<file path="config.mk">
export PLATFORM = sky130hd
export DESIGN_NAME = alarm_annunciator_flat
export DESIGN_NICKNAME = d
export VERILOG_FILES = /design/src/rtl/alarm_annunciator_if.sv /design/src/rtl/alarm_annunciator.sv /design/src/flat_wrapper.sv
export SDC_FILE = /design/constraint.sdc
export NUM_CORES = 1
export LEC_CHECK = 0
export BUFFER_PORTS_ARGS = -buffer_cell sky130_fd_sc_hd__buf_2
export CORE_ASPECT_RATIO = 1.5
export CORE_MARGIN = 3
export CORE_UTILIZATION = 54
export CTS_CLUSTER_DIAMETER = 120
export DETAILED_ROUTE_END_ITERATION = 8
export GPL_TIMING_DRIVEN = 0
export PLACE_DENSITY_LB_ADDON = 0.2
export SYNTH_ARGS = -nofsm -noshare
export SYNTH_HDL_FRONTEND = slang
export SYNTH_SLANG_ARGS = --single-unit
</file>
<file path="constraint.sdc">
create_clock -name clk -period 2.1 [get_ports clk]
set_input_delay 0.105 -clock clk [delete_from_list [all_inputs] [get_ports clk]]
set_output_delay 0.105 -clock clk [all_outputs]
set_load 0.005 [all_outputs]
</file>
<file path="src/rtl/alarm_annunciator_if.sv">
// Alarm annunciator bus: key/alarm levels in, LED and snooze display out.
// master drives the inputs (timer datapath, keys); slave is the annunciator.
interface alarm_annunciator_if;
   logic       alarm_in;
   logic       dismiss;
   logic       snooze;
   logic [7:0] ledg;
   logic       ringing;
   logic       snoozing;
   logic [1:0] snooze_count;
   logic [3:0] remain1;
   logic [3:0] remain2;

   modport master (
      output alarm_in, dismiss, snooze,
      input  ledg, ringing, snoozing, snooze_count, remain1, remain2
   );

   modport slave (
      input  alarm_in, dismiss, snooze,
      output ledg, ringing, snoozing, snooze_count, remain1, remain2
   );
endinterface

</file>
<file path="src/rtl/alarm_annunciator.sv">
// Alarm annunciator: ring/snooze/dismiss FSM driving LEDs and BCD countdown.
// Ports: clk, resetn (sync, active-high), bus (alarm_annunciator_if.slave).
module alarm_annunciator #(
   parameter int TICK_DIV   = 25_000_000,
   parameter int SNOOZE_S   = 10,
   parameter int TIMEOUT_S  = 60,
   parameter int MAX_SNOOZE = 3
) (
   input  logic                clk,
   input  logic                resetn,
   alarm_annunciator_if.slave  bus
);

   localparam logic [24:0] TICK_LAST = 25'(TICK_DIV - 1);
   localparam logic [6:0]  SNZ       = 7'(SNOOZE_S);
   localparam logic [6:0]  TMO       = 7'(TIMEOUT_S);
   localparam logic [1:0]  MAX_C     = 2'(MAX_SNOOZE);

   typedef enum logic [1:0] {IDLE, RING, SNOOZE, DONE} state_t;

   state_t      state_q, state_d;
   logic        alarm_q, dismiss_q, snooze_q;
   logic        rise_alarm, rise_dismiss, rise_snooze;
   logic [24:0] tick_q, tick_d;
   logic        half_q, half_d;
   logic [6:0]  sec_q, sec_d;
   logic [6:0]  rem_q, rem_d;
   logic [7:0]  led_q, led_d;
   logic [1:0]  cnt_q, cnt_d;
   logic        tick;
   logic [3:0]  tens, ones;

   assign rise_alarm   = bus.alarm_in & ~alarm_q;
   assign rise_dismiss = bus.dismiss & ~dismiss_q;
   assign rise_snooze  = bus.snooze & ~snooze_q;
   assign tick         = (tick_q == TICK_LAST);

   always_ff @(posedge clk) begin
      if (resetn) begin
         state_q   <= IDLE;
         alarm_q   <= 1'b0;
         dismiss_q <= 1'b0;
         snooze_q  <= 1'b0;
         tick_q    <= '0;
         half_q    <= 1'b0;
         sec_q     <= '0;
         rem_q     <= '0;
         led_q     <= '0;
         cnt_q     <= '0;
      end else begin
         state_q   <= state_d;
         alarm_q   <= bus.alarm_in;
         dismiss_q <= bus.dismiss;
         snooze_q  <= bus.snooze;
         tick_q    <= tick_d;
         half_q    <= half_d;
         sec_q     <= sec_d;
         rem_q     <= rem_d;
         led_q     <= led_d;
         cnt_q     <= cnt_d;
      end
   end

   // half_q marks the second tick of each one-second pair
   always_comb begin
      state_d = state_q;
      tick_d  = tick ? '0 : tick_q + 25'd1;
      half_d  = half_q ^ tick;
      sec_d   = sec_q;
      rem_d   = rem_q;
      led_d   = led_q;
      cnt_d   = cnt_q;
      unique case (state_q)
         IDLE: begin
            tick_d = '0;
            half_d = 1'b0;
            led_d  = 8'h00;
            if (rise_alarm) begin
               state_d = RING;
               cnt_d   = '0;
               sec_d   = '0;
               led_d   = 8'h55;
            end
         end
         RING: begin
            if (rise_dismiss) begin
               state_d = DONE;
               led_d   = 8'h00;
            end else if (rise_snooze && cnt_q < MAX_C) begin
               state_d = SNOOZE;
               cnt_d   = cnt_q + 2'd1;
               rem_d   = SNZ;
               led_d   = 8'h01;
            end else if (tick) begin
               led_d = ~led_q;
               if (half_q) begin
                  sec_d = sec_q + 7'd1;
                  if (sec_q + 7'd1 == TMO) begin
                     state_d = DONE;
                     led_d   = 8'h00;
                  end
               end
            end
         end
         SNOOZE: begin
            if (rise_dismiss) begin
               state_d = DONE;
               led_d   = 8'h00;
            end else if (tick) begin
               led_d = {7'd0, ~led_q[0]};
               if (half_q) begin
                  if (rem_q == 7'd1) begin
                     state_d = RING;
                     sec_d   = '0;
                     led_d   = 8'h55;
                  end else begin
                     rem_d = rem_q - 7'd1;
                  end
               end
            end
         end
         DONE: begin
            tick_d = '0;
            half_d = 1'b0;
            led_d  = 8'h00;
            if (!bus.alarm_in) state_d = IDLE;
         end
         default: state_d = IDLE;
      endcase
      // every state change restarts the tick timebase
      if (state_d != state_q) begin
         tick_d = '0;
         half_d = 1'b0;
      end
   end

   assign tens = 4'(rem_q / 7'd10);
   assign ones = 4'(rem_q % 7'd10);

   assign bus.ledg         = led_q;
   assign bus.ringing      = (state_q == RING);
   assign bus.snoozing     = (state_q == SNOOZE);
   assign bus.snooze_count = cnt_q;
   assign bus.remain1      = (state_q == SNOOZE) ? tens : 4'd0;
   assign bus.remain2      = (state_q == SNOOZE) ? ones : 4'd0;

endmodule

</file>
<file path="src/flat_wrapper.sv">
// flat-port wrapper written by rule: the top's interface ports become plain ports
module alarm_annunciator_flat 
#(
   parameter int TICK_DIV   = 25_000_000,
   parameter int SNOOZE_S   = 10,
   parameter int TIMEOUT_S  = 60,
   parameter int MAX_SNOOZE = 3
)
  (clk, resetn, bus_alarm_in, bus_dismiss, bus_snooze, bus_ledg, bus_ringing, bus_snoozing, bus_snooze_count, bus_remain1, bus_remain2);
  alarm_annunciator_if bus_i ();
  input  logic clk;
  input  logic resetn;
  input wire logic [$bits(bus_i.alarm_in)-1:0] bus_alarm_in;
  input wire logic [$bits(bus_i.dismiss)-1:0] bus_dismiss;
  input wire logic [$bits(bus_i.snooze)-1:0] bus_snooze;
  output wire logic [$bits(bus_i.ledg)-1:0] bus_ledg;
  output wire logic [$bits(bus_i.ringing)-1:0] bus_ringing;
  output wire logic [$bits(bus_i.snoozing)-1:0] bus_snoozing;
  output wire logic [$bits(bus_i.snooze_count)-1:0] bus_snooze_count;
  output wire logic [$bits(bus_i.remain1)-1:0] bus_remain1;
  output wire logic [$bits(bus_i.remain2)-1:0] bus_remain2;
  assign bus_i.alarm_in = bus_alarm_in;
  assign bus_i.dismiss = bus_dismiss;
  assign bus_i.snooze = bus_snooze;
  assign bus_ledg = bus_i.ledg;
  assign bus_ringing = bus_i.ringing;
  assign bus_snoozing = bus_i.snoozing;
  assign bus_snooze_count = bus_i.snooze_count;
  assign bus_remain1 = bus_i.remain1;
  assign bus_remain2 = bus_i.remain2;
  alarm_annunciator #(.TICK_DIV(TICK_DIV), .SNOOZE_S(SNOOZE_S), .TIMEOUT_S(TIMEOUT_S), .MAX_SNOOZE(MAX_SNOOZE)) u_core (.clk(clk), .resetn(resetn), .bus(bus_i));
endmodule
</file>
# After elaboration in Yosys (flattened, before gate mapping)
# Index checks and enable logic that the tools add are counted.
dict set report totals {
  register_bits 55
  inputBits 5
  output_inout_bits 20
  word_cells 103
}
dict set report classes {
  n_addsub 4
  div 2
  magnitude_cmp 1
  eq_ne 20
  mux 46
  bitwise_logic 9
  n_reduce_logical 11
}
# cell n
set op_table {}
lappend op_table {{two-way mux 7 bit} 17}
lappend op_table {{two-way mux 8 bit} 8}
lappend op_table {{one-hot mux 8 bit (4 select lines)} 1}
lappend op_table {{two-way mux 2 bit} 14}
lappend op_table {{adder 25 x 1 -> 25 bit (second input constant)} 1}
lappend op_table {{equality test 25 bit (second input constant)} 1}
lappend op_table {{one-hot mux 7 bit (3 select lines)} 1}
lappend op_table {{!= test 2 x 1 -> 1 bit (second input constant)} 7}
lappend op_table {{one-hot mux 7 bit (2 select lines)} 1}
lappend op_table {{AND reduction 10 bit} 1}
lappend op_table {{two-way mux 4 bit} 2}
lappend op_table {{!= test 2 bit (second input constant)} 4}
lappend op_table {{NOT 8 bit} 1}
lappend op_table {{one-hot mux 2 bit (4 select lines)} 1}
lappend op_table {{adder 7 x 1 -> 7 bit (second input constant)} 1}
lappend op_table {{divider 7 x 4 -> 7 bit (second input constant)} 1}
lappend op_table {{equality test 7 x 1 -> 1 bit (second input constant)} 1}
lappend op_table {{equality test 7 x 6 -> 1 bit (second input constant)} 1}
lappend op_table {{remainder unit 7 x 4 -> 7 bit (second input constant)} 1}
lappend op_table {{AND reduction 7 bit} 1}
lappend op_table {{subtractor 7 x 1 -> 7 bit (second input constant)} 1}
lappend op_table {{OR reduction 5 bit} 1}
lappend op_table {{equality test 2 bit (second input constant)} 2}
lappend op_table {{!= test 4 x 1 -> 1 bit (second input constant)} 1}
lappend op_table {{16 further kinds} 22}

# Longest topological paths before layout
# Gate-level depths: netlist of run 1.
dict set report logic_depth {
  word_depth 10
  depth_mapped 10
  mapped_depth_nobuf 9
}

# Worst setup path before layout of run 1
# OpenSTA, ideal clock, no wires.
dict set report synth_path {
  path_type {reg-to-reg}
  start {reg u_core.tick_q[0]}
  end {reg u_core.half_q}
  t_arrival_ps 1868
  required_time_ps 1977
  slack_ps 109
  path_stages_with_launch 9
  n_path_buf 1
  synth_period_minus_slack_ps 1991
  cell_sequence {dfxtp_1 ha_1 and2_1 nand4_2 or3_1 buf_6 o31a_1 o21ai_4 nor2_1}
}
dict set report synth_via {
  elab_chain_cells 7
}
# element line
set synth_lines {}
lappend synth_lines {{from (decl)} alarm_annunciator.sv:24} ;# logic [24:0] tick_q, tick_d;
lappend synth_lines {{from (signal assigned)} alarm_annunciator.sv:55} ;# tick_q <= tick_d;
lappend synth_lines {{equality test 25 bit (*)} alarm_annunciator.sv:36} ;# assign tick = (tick_q == TICK_LAST);
lappend synth_lines {{two-way mux 2 bit} alarm_annunciator.sv:94} ;# end else if (tick) begin
lappend synth_lines {{two-way mux 2 bit} alarm_annunciator.sv:89} ;# end else if (rise_snooze && cnt_q < MAX_C) begin
lappend synth_lines {{two-way mux 2 bit} alarm_annunciator.sv:86} ;# if (rise_dismiss) begin
lappend synth_lines {{one-hot mux 2 bit (4 select lines)} alarm_annunciator.sv:73} ;# unique case (state_q)
lappend synth_lines {{!= test 2 bit} alarm_annunciator.sv:131} ;# if (state_d != state_q) begin
lappend synth_lines {{OR reduction 4 bit (no source line)} --}
lappend synth_lines {{to (signal assigned)} alarm_annunciator.sv:56} ;# half_q <= half_d;
lappend synth_lines {{to (decl)} alarm_annunciator.sv:25} ;# logic half_q, half_d;
# Every way passes the cells marked *; elsewhere a longest branch is shown, timed or not.
# A chain may end at the register's enable or synchronous reset.

# Final worst setup path of run 1
dict set report layout_path {
  start {reg u_core.rem_q[5]}
  end {out bus_remain2[1]}
}
dict set report layout_via {
  elab_chain_cells 2
}
# element line
set layout_lines {}
lappend layout_lines {{from (decl)} alarm_annunciator.sv:27} ;# logic [6:0] rem_q, rem_d;
lappend layout_lines {{from (signal assigned)} alarm_annunciator.sv:58} ;# rem_q <= rem_d;
lappend layout_lines {{remainder unit 7 x 4 -> 7 bit} alarm_annunciator.sv:138} ;# assign ones = 4'(rem_q % 7'd10);
lappend layout_lines {{two-way mux 4 bit} alarm_annunciator.sv:145} ;# assign bus.remain2 = (state_q == SNOOZE) ? ones : 4'd0;
lappend layout_lines {{to (decl)} flat_wrapper.sv:21} ;# output wire logic [$bits(bus_i.remain2)-1:0] bus_remain2;
# Every way passes these cells.

==> results of run 1 <==
-- timing repair --
action	in CTS	in global routing
buffers inserted	6	33
gates resized for setup	51	58
cloned	1	1
pin swaps	8	23
setup endpoints to repair	43	46
hold endpoints to repair	0	0
-- worst max-delay path: stages (launching register included) --
cell	delay (ns)
dfxtp_2	0.37
buf_8	0.14
nor2b_4	0.20
nand2_2	0.09
o22ai_2	0.18
a31oi_2	0.07
ha_2	0.22
inv_2	0.09
nand2_4	0.08
a21o_1	0.21
a21oi_1	0.16
buf_2	0.14
-- path summary, 6_finish.rpt --
path	cells past startpoint	start	endpoint	slack, ns
hold reg to reg	1	u_core.tick_q[0]	u_core.tick_q[0]	0.47
setup reg to reg	10	u_core.state_q[0]	u_core.sec_q[0]	0.03
setup / recovery	11	u_core.rem_q[5]	bus_remain2[1]	-0.26
hold / removal	2	bus_snooze	u_core.snooze_q	0.04
-- where the power goes --
| part | internal, mW | total, mW | switching [mW] |
|---|---|---|---|
| clock | 0.270 | 0.620 | 0.350 |
| combinational | 0.205 | 0.502 | 0.297 |
| sequential | 1.07 | 1.10 | 0.0282 |
-- logic make-up after synthesis --
| kind of cell | count (synthesis) |
|---|---|
| fa+ha+maj | 9 |
| compound gates | 69 |
| simple gates | 188 |
| buf+inv | 31 |
| mux | 4 |
| xor+xnor | 30 |
| flops | 55 |
-- sequential cells by signal, indices dropped and copies added (netlist names), 2 cells and up --
register and count:
u_core.bus.ledg 8, u_core.bus.snooze_count 2, u_core.state_q 2, u_core.rem_q 7
u_core.tick_q 25, u_core.sec_q 7
-- per-stage QoR --
step	utilization (%)	area (um2)	setup TNS (ns)	setup WS (ns)
after global routing	75.9	4040	-1.19	-0.401
after global placement	61.3	3260	-2.98	-0.199
after detailed placement	61.3	3260	-4.28	-0.242
final	75.9	4040	-0.649	-0.259
after CTS	67.4	3590	-0.555	-0.143
after floorplan	-	3060	0	0.109
-- cell type report --
cell class	count	area [um2]	share of cell area, %
tap	68	85.1	2.10
buffer	13	113	2.79
clock buffer	6	82.6	2.04
inverter	17	82.6	2.04
multi-input combinational	301	2110	52.3
clock inverter	2	16.3	0.402
sequential	55	1130	28.0
timing repair buffer	64	418	10.3
-- cell usage after synthesis, types with 2 or more instances --
cell type / n
nor2_1: 62
dfxtp_1: 55
nand2_1: 27
a21oi_1: 23
nand3_1: 19
xor2_1: 18
nor3_1: 17
inv_1: 16
o21ai_0: 14
xnor2_1: 12
nor2b_1: 9
and3_1: 8
buf_2: 8
ha_1: 8
nand2b_1: 8
o22ai_1: 6
or3_1: 6
a31oi_1: 5
nor4_1: 5
clkbuf_1: 4
nand4_1: 4
a22oi_1: 3
and4_1: 3
mux2i_1: 3
o31ai_1: 3
a211oi_1: 2
a31o_2: 2
and2_1: 2
buf_6: 2
nor4b_1: 2
o211ai_1: 2
or2_2: 2
-- per-layer routing --
layer	global-route usage (%)	vias up	share of wire, %
met5	0	-	0
met4	9.06	0	5.9
met3	3.80	59	4.9
met2	45.2	118	54
met1	26.8	1480	35
li1	-	1491	-
==> reports/qor.yml, run 1 <==
synthesis:
  synth.ff_latch_count: 55
  synth.area.mux_share_pct: 1.35
  synth_top_family_by_area: "simple AND/OR/NAND/NOR gates"
  ys_warn_count: 0
  synth_fp_nets: 399
  synth_edf_count: 0
  synth_ff_type: "dfxtp_1"
  synth_top_area_share_pct: 36.0
  async_reset_ff_share_pct: 0
  netlist_top_cells_area: "dfxtp_1 36%, nor2_1 7.6%, xor2_1 5.2%, a21oi_1 3.8%, xnor2_1 3.4%"
  ys_seq_area_share_pct: 36.0
  syn_area_mm2: 0.00306
  yosys.area_share.simple_pct: 31.6
  synth_compound_area_share_pct: 14.2
  syn-mean-instance-area_um2: 7.92
  yosysTopAreaCell: "dfxtp_1"
  synth-xor-area-share_pct: 8.60
  synth_cell_type_count: 58
  synthAdderAreaFrac_pct: 3.60
  synth_cells: 386
final_layout:
  drive_gt1_share_pct: 35.4
  final_cell_mix: "59 x nor2_1, 40 x buf_4, 40 x dfxtp_1"
  area_growth_pct: 32.3
  antennaDiodeCount: 0
  nFillCells: 365
  final_common_cell: "nor2_1"
  finalNetCount: 470
  instances_no_fill: 526
status:
  outcome: "finished with violations"
  failed_checks: "negative setup slack"
routing:
  num_vias: 3148
  drt_iter0_drc: 197
  route.detailed.drc: 0
  avgRoutedWirePerCell_um: 17.4
  viasPerCell: 5.98
  routed_wl_mm: 9.13
  first_pass_iters: 4
  antenna_left: 0
die:
  initial_core_util_pct: 57.4
  fp.dieH_um: 98.1
  core_mm2: 0.00533
  io_pins: 25
  die_x_um: 67.4
  die_area_mm2: 0.00662
  rows: 32
grt:
  grt_pass1_vias: 2870
  grt_max_degree: 18
  grt_pass1_wl_mm: 13.0
  grt_overflow: 0
  antenna_found_initial: 0
  grt_use_total_pct: 24.4
worst_setup_path:
  worst-setup-path-type: "flop to primary output"
  crit_arrival_ns: 2.25
  endpoint_kind: "primary output"
  crit_path_max_fanout: 8
  required_ns: 2.00
  cp-start-kind: "flop"
run:
  cap_violations: 0
clock_tree:
  clock_path_buffers: 2
  clock_latency_ns: 0.30
  h-tree-depth: 2
  cts_sinks: 55
  numCtsBuffers: 5
  hold_buffers: 0
  cts.clk_slew.worst_paths_ns: 0.10
  cts-root-buf: "clkbuf_8"
  cts_tree: "yes"
placement:
  port_buffers: 24
  routabilityCongestion: 0.898
  placedCellCount: 478
  dpl.hpwl_mm: 5.28
sta:
  fin_ws_ns: -0.259
  finalMaxSlewViolations: 0
  rsz0062_at_grt: "true"
  holdWs_ns: 0.0369
  tightest_slew_ns: 0.526
  hold_violations: 0
  fin_crit_ns: 2.36
  min_period_over_period_pct: 112
  skew_ns: 0.00610
  max-slew-margin-rel_pct: 65.0
  setup_viol: 4
  fmax_ghz: 0.424
min_path:
  hp-class: "input pin to flop"
power_and_ir_drop:
  power_density_mw_per_mm2: 550
  ir_worst_vdd_mv: 0.561
  leakagePower_nw: 1.52
  total_power_mw: 2.22
Note: power is estimated with default switching activity, not from simulation.
==> inputs of run 2 (changes only) <==
Settings changed: PLACE_DENSITY_LB_ADDON 0.2 to 0.25.
==> run 2 against run 1 <==
Against the previous run: design area down 2.8%; fmax up 4.7%; clock skew up 0.0075 ns; critical path type unchanged; non-clock buffer count down 15; first-iteration DRC count down 24%; worst hold slack worse by 0.0042 ns; count of clock-buffer cells in the layout unchanged; sequential power about the same; flip-flop and latch count unchanged; the flow still finishes with violations (negative setup slack); die area unchanged; via count down 3.0%; total power up 8.0%; largest power group unchanged.
==> reports/qor.yml, run 2 (same netlist as run 1, synthesis figures left out) <==
clock_tree:
  cts_sinks: 55  # unchanged
  hold_buffers: 0  # unchanged
  clock_path_buffers: 2  # unchanged
  numCtsBuffers: 5  # unchanged
  clock_latency_ns: 0.32  # was 0.30 ns
  cts_tree: "yes"  # unchanged
  cts.clk_slew.worst_paths_ns: 0.10  # about the same
  h-tree-depth: 2  # unchanged
  cts-root-buf: "clkbuf_8"  # unchanged
grt:
  grt_pass1_wl_mm: 12.8  # was 13.0 mm
  grt_use_total_pct: 24.5  # was 24.4%
  grt_max_degree: 17  # was 18
  grt_overflow: 0  # unchanged
  antenna_found_initial: 0  # unchanged
  grt_pass1_vias: 3000  # was 2870
min_path:
  hp-class: "input pin to flop"  # unchanged
worst_setup_path:
  crit_path_max_fanout: 7  # was 8
  cp-start-kind: "flop"  # unchanged
  worst-setup-path-type: "flop to primary output"  # unchanged
  endpoint_kind: "primary output"  # unchanged
  crit_arrival_ns: 2.15  # was 2.25 ns
  required_ns: 2.00  # about the same
routing:
  drt_iter0_drc: 149  # was 197
  first_pass_iters: 4  # unchanged
  avgRoutedWirePerCell_um: 16.6  # was 17.4 um
  route.detailed.drc: 0  # unchanged
  antenna_left: 0  # unchanged
  routed_wl_mm: 8.47  # was 9.13 mm
  num_vias: 3054  # was 3148
  viasPerCell: 5.98  # about the same
final_layout:
  area_growth_pct: 28.5  # was 32.3%
  final_common_cell: "nor2_1"  # unchanged
  final_cell_mix: "60 x nor2_1, 44 x dfxtp_1, 25 x buf_2, 25 x buf_4, 24 x nand2_1"  # was 59 x nor2_1, 40 x buf_4, 40 x dfxtp_1
  drive_gt1_share_pct: 30.5  # was 35.4%
  instances_no_fill: 511  # was 526
  nFillCells: 378  # was 365
  finalNetCount: 455  # was 470
  multi_input_area_mm2: 0.00209  # was 0.00211 mm2
  antennaDiodeCount: 0  # unchanged
  largest_reg_flops: 25  # unchanged
  largest_register: "u_core.tick_q"  # unchanged
  regArea_mm2: 0.00112  # was 0.00113 mm2
die:
  initial_core_util_pct: 57.4  # unchanged
  rows: 32  # unchanged
  io_pins: 25  # unchanged
  die_area_mm2: 0.00662  # unchanged
  core_mm2: 0.00533  # unchanged
  fp.dieH_um: 98.1  # unchanged
  die_x_um: 67.4  # unchanged
power_and_ir_drop:
  seq_power_share_pct: 45.8  # was 49.5%
  p_sw_share_pct: 27.8  # was 30.4%
  leakagePower_nw: 1.47  # was 1.52 nW
  comb_power_share_pct: 19.4  # was 22.6%
  p_sw_mw: 0.667  # was 0.675 mW
  power_density_mw_per_mm2: 611  # was 550 mW/mm2
  p_clk_share_pct: 34.7  # was 27.9%
  p_int_mw: 1.73  # was 1.55 mW
  ir_worst_vdd_mv: 0.704  # was 0.561 mV
sta:
  fin_crit_ns: 2.25  # was 2.36 ns
  holdWs_ns: 0.0326  # was 0.0369 ns
  skew_ns: 0.0136  # was 0.00610 ns
  rsz0062_at_grt: "true"  # unchanged
  tightest_slew_ns: 0.632  # was 0.526 ns
  fmax_ghz: 0.444  # was 0.424 GHz
  max-slew-margin-rel_pct: 57.5  # was 65.0%
  fin_ws_ns: -0.154  # was -0.259 ns
  min_period_over_period_pct: 107  # was 112%
  setup_viol: 4  # unchanged
  hold_violations: 0  # unchanged
  finalMaxSlewViolations: 0  # unchanged
placement:
  placedCellCount: 478  # unchanged
  port_buffers: 24  # unchanged
  dpl.hpwl_mm: 5.35  # was 5.28 mm
  routabilityCongestion: 0.892  # was 0.898
run:
  cap_violations: 0  # unchanged
status:
  failed_checks: "negative setup slack"  # unchanged
  outcome: "finished with violations"  # unchanged
==> run 2: area by class of cell <==
| cell class | instances | area share (%) |
|---|---|---|
| Sequential cell | 55 | 28.6 |
| Inverter | 17 | 2.07 |
| Timing Repair Buffer | 49 | 7.93 |
| Multi-Input combinational cell | 301 | 53.3 |
| Tap cell | 68 | 2.17 |
| Buffer | 13 | 2.52 |
| Clock inverter | 2 | 1.53 |
| Clock buffer | 6 | 1.85 |
==> run 2: path summary, 6_finish.rpt <==
kind,from,end,slack [ns],cells past startpoint
worst max-delay path,u_core.rem_q[2],bus_remain2[2],-0.15,11
worst min-delay path,bus_snooze,u_core.snooze_q,0.03,2
worst max register to register,u_core.rem_q[1],u_core.rem_q[3],0.02,8
worst min register to register,u_core.tick_q[0],u_core.tick_q[0],0.47,1
==> run 2: what timing repair did <==
item	in CTS	in global routing
gates cloned	1	0
gates resized for setup	52	39
endpoints found under the setup margin	43	37
buffers inserted	12	13
pin swaps	3	19
endpoints found under the hold margin	0	0
==> run 2: critical path: stages (launching register included) <==
cell	delay [ns]
dfxtp_2	0.34
buf_6	0.13
nor2b_4	0.13
a22oi_2	0.20
o22ai_2	0.08
a31oi_1	0.21
ha_2	0.24
inv_2	0.04
nand2_2	0.08
a21oi_1	0.07
o21a_1	0.17
buf_2	0.12
==> run 2: through the flow <==
stage          total power, mW  TNS, ns  area (um2)  util (%)  setup WS [ns]
4_1_cts                   2.34   -0.524        3680      69.1         -0.182
3_5_place_dp              1.47    -4.82        3260      61.3         -0.250
5_1_grt                   2.48    -1.13        3930      73.8         -0.236
2_1_floorplan             1.36        0        3060         -          0.109
3_3_place_gp              1.46    -3.74        3260      61.3         -0.234
6_report                  2.40   -0.454        3930      73.8         -0.154
==> run 2: power by group through the flow <==
stage	Combinational, mW	Clock [mW]	Sequential (mW)
6_report	0.466	0.834	1.10
5_1_grt	0.507	0.873	1.10
4_1_cts	0.397	0.843	1.10
3_5_place_dp	0.344	0	1.12
3_3_place_gp	0.337	0	1.12
2_1_floorplan	0.244	0	1.12
==> run 2: metal layers <==
layer,GRT usage [%],wire [um]
met5,0,0
met4,13.6,310
met1,24.1,3130
met3,4.14,297
met2,45.9,4730
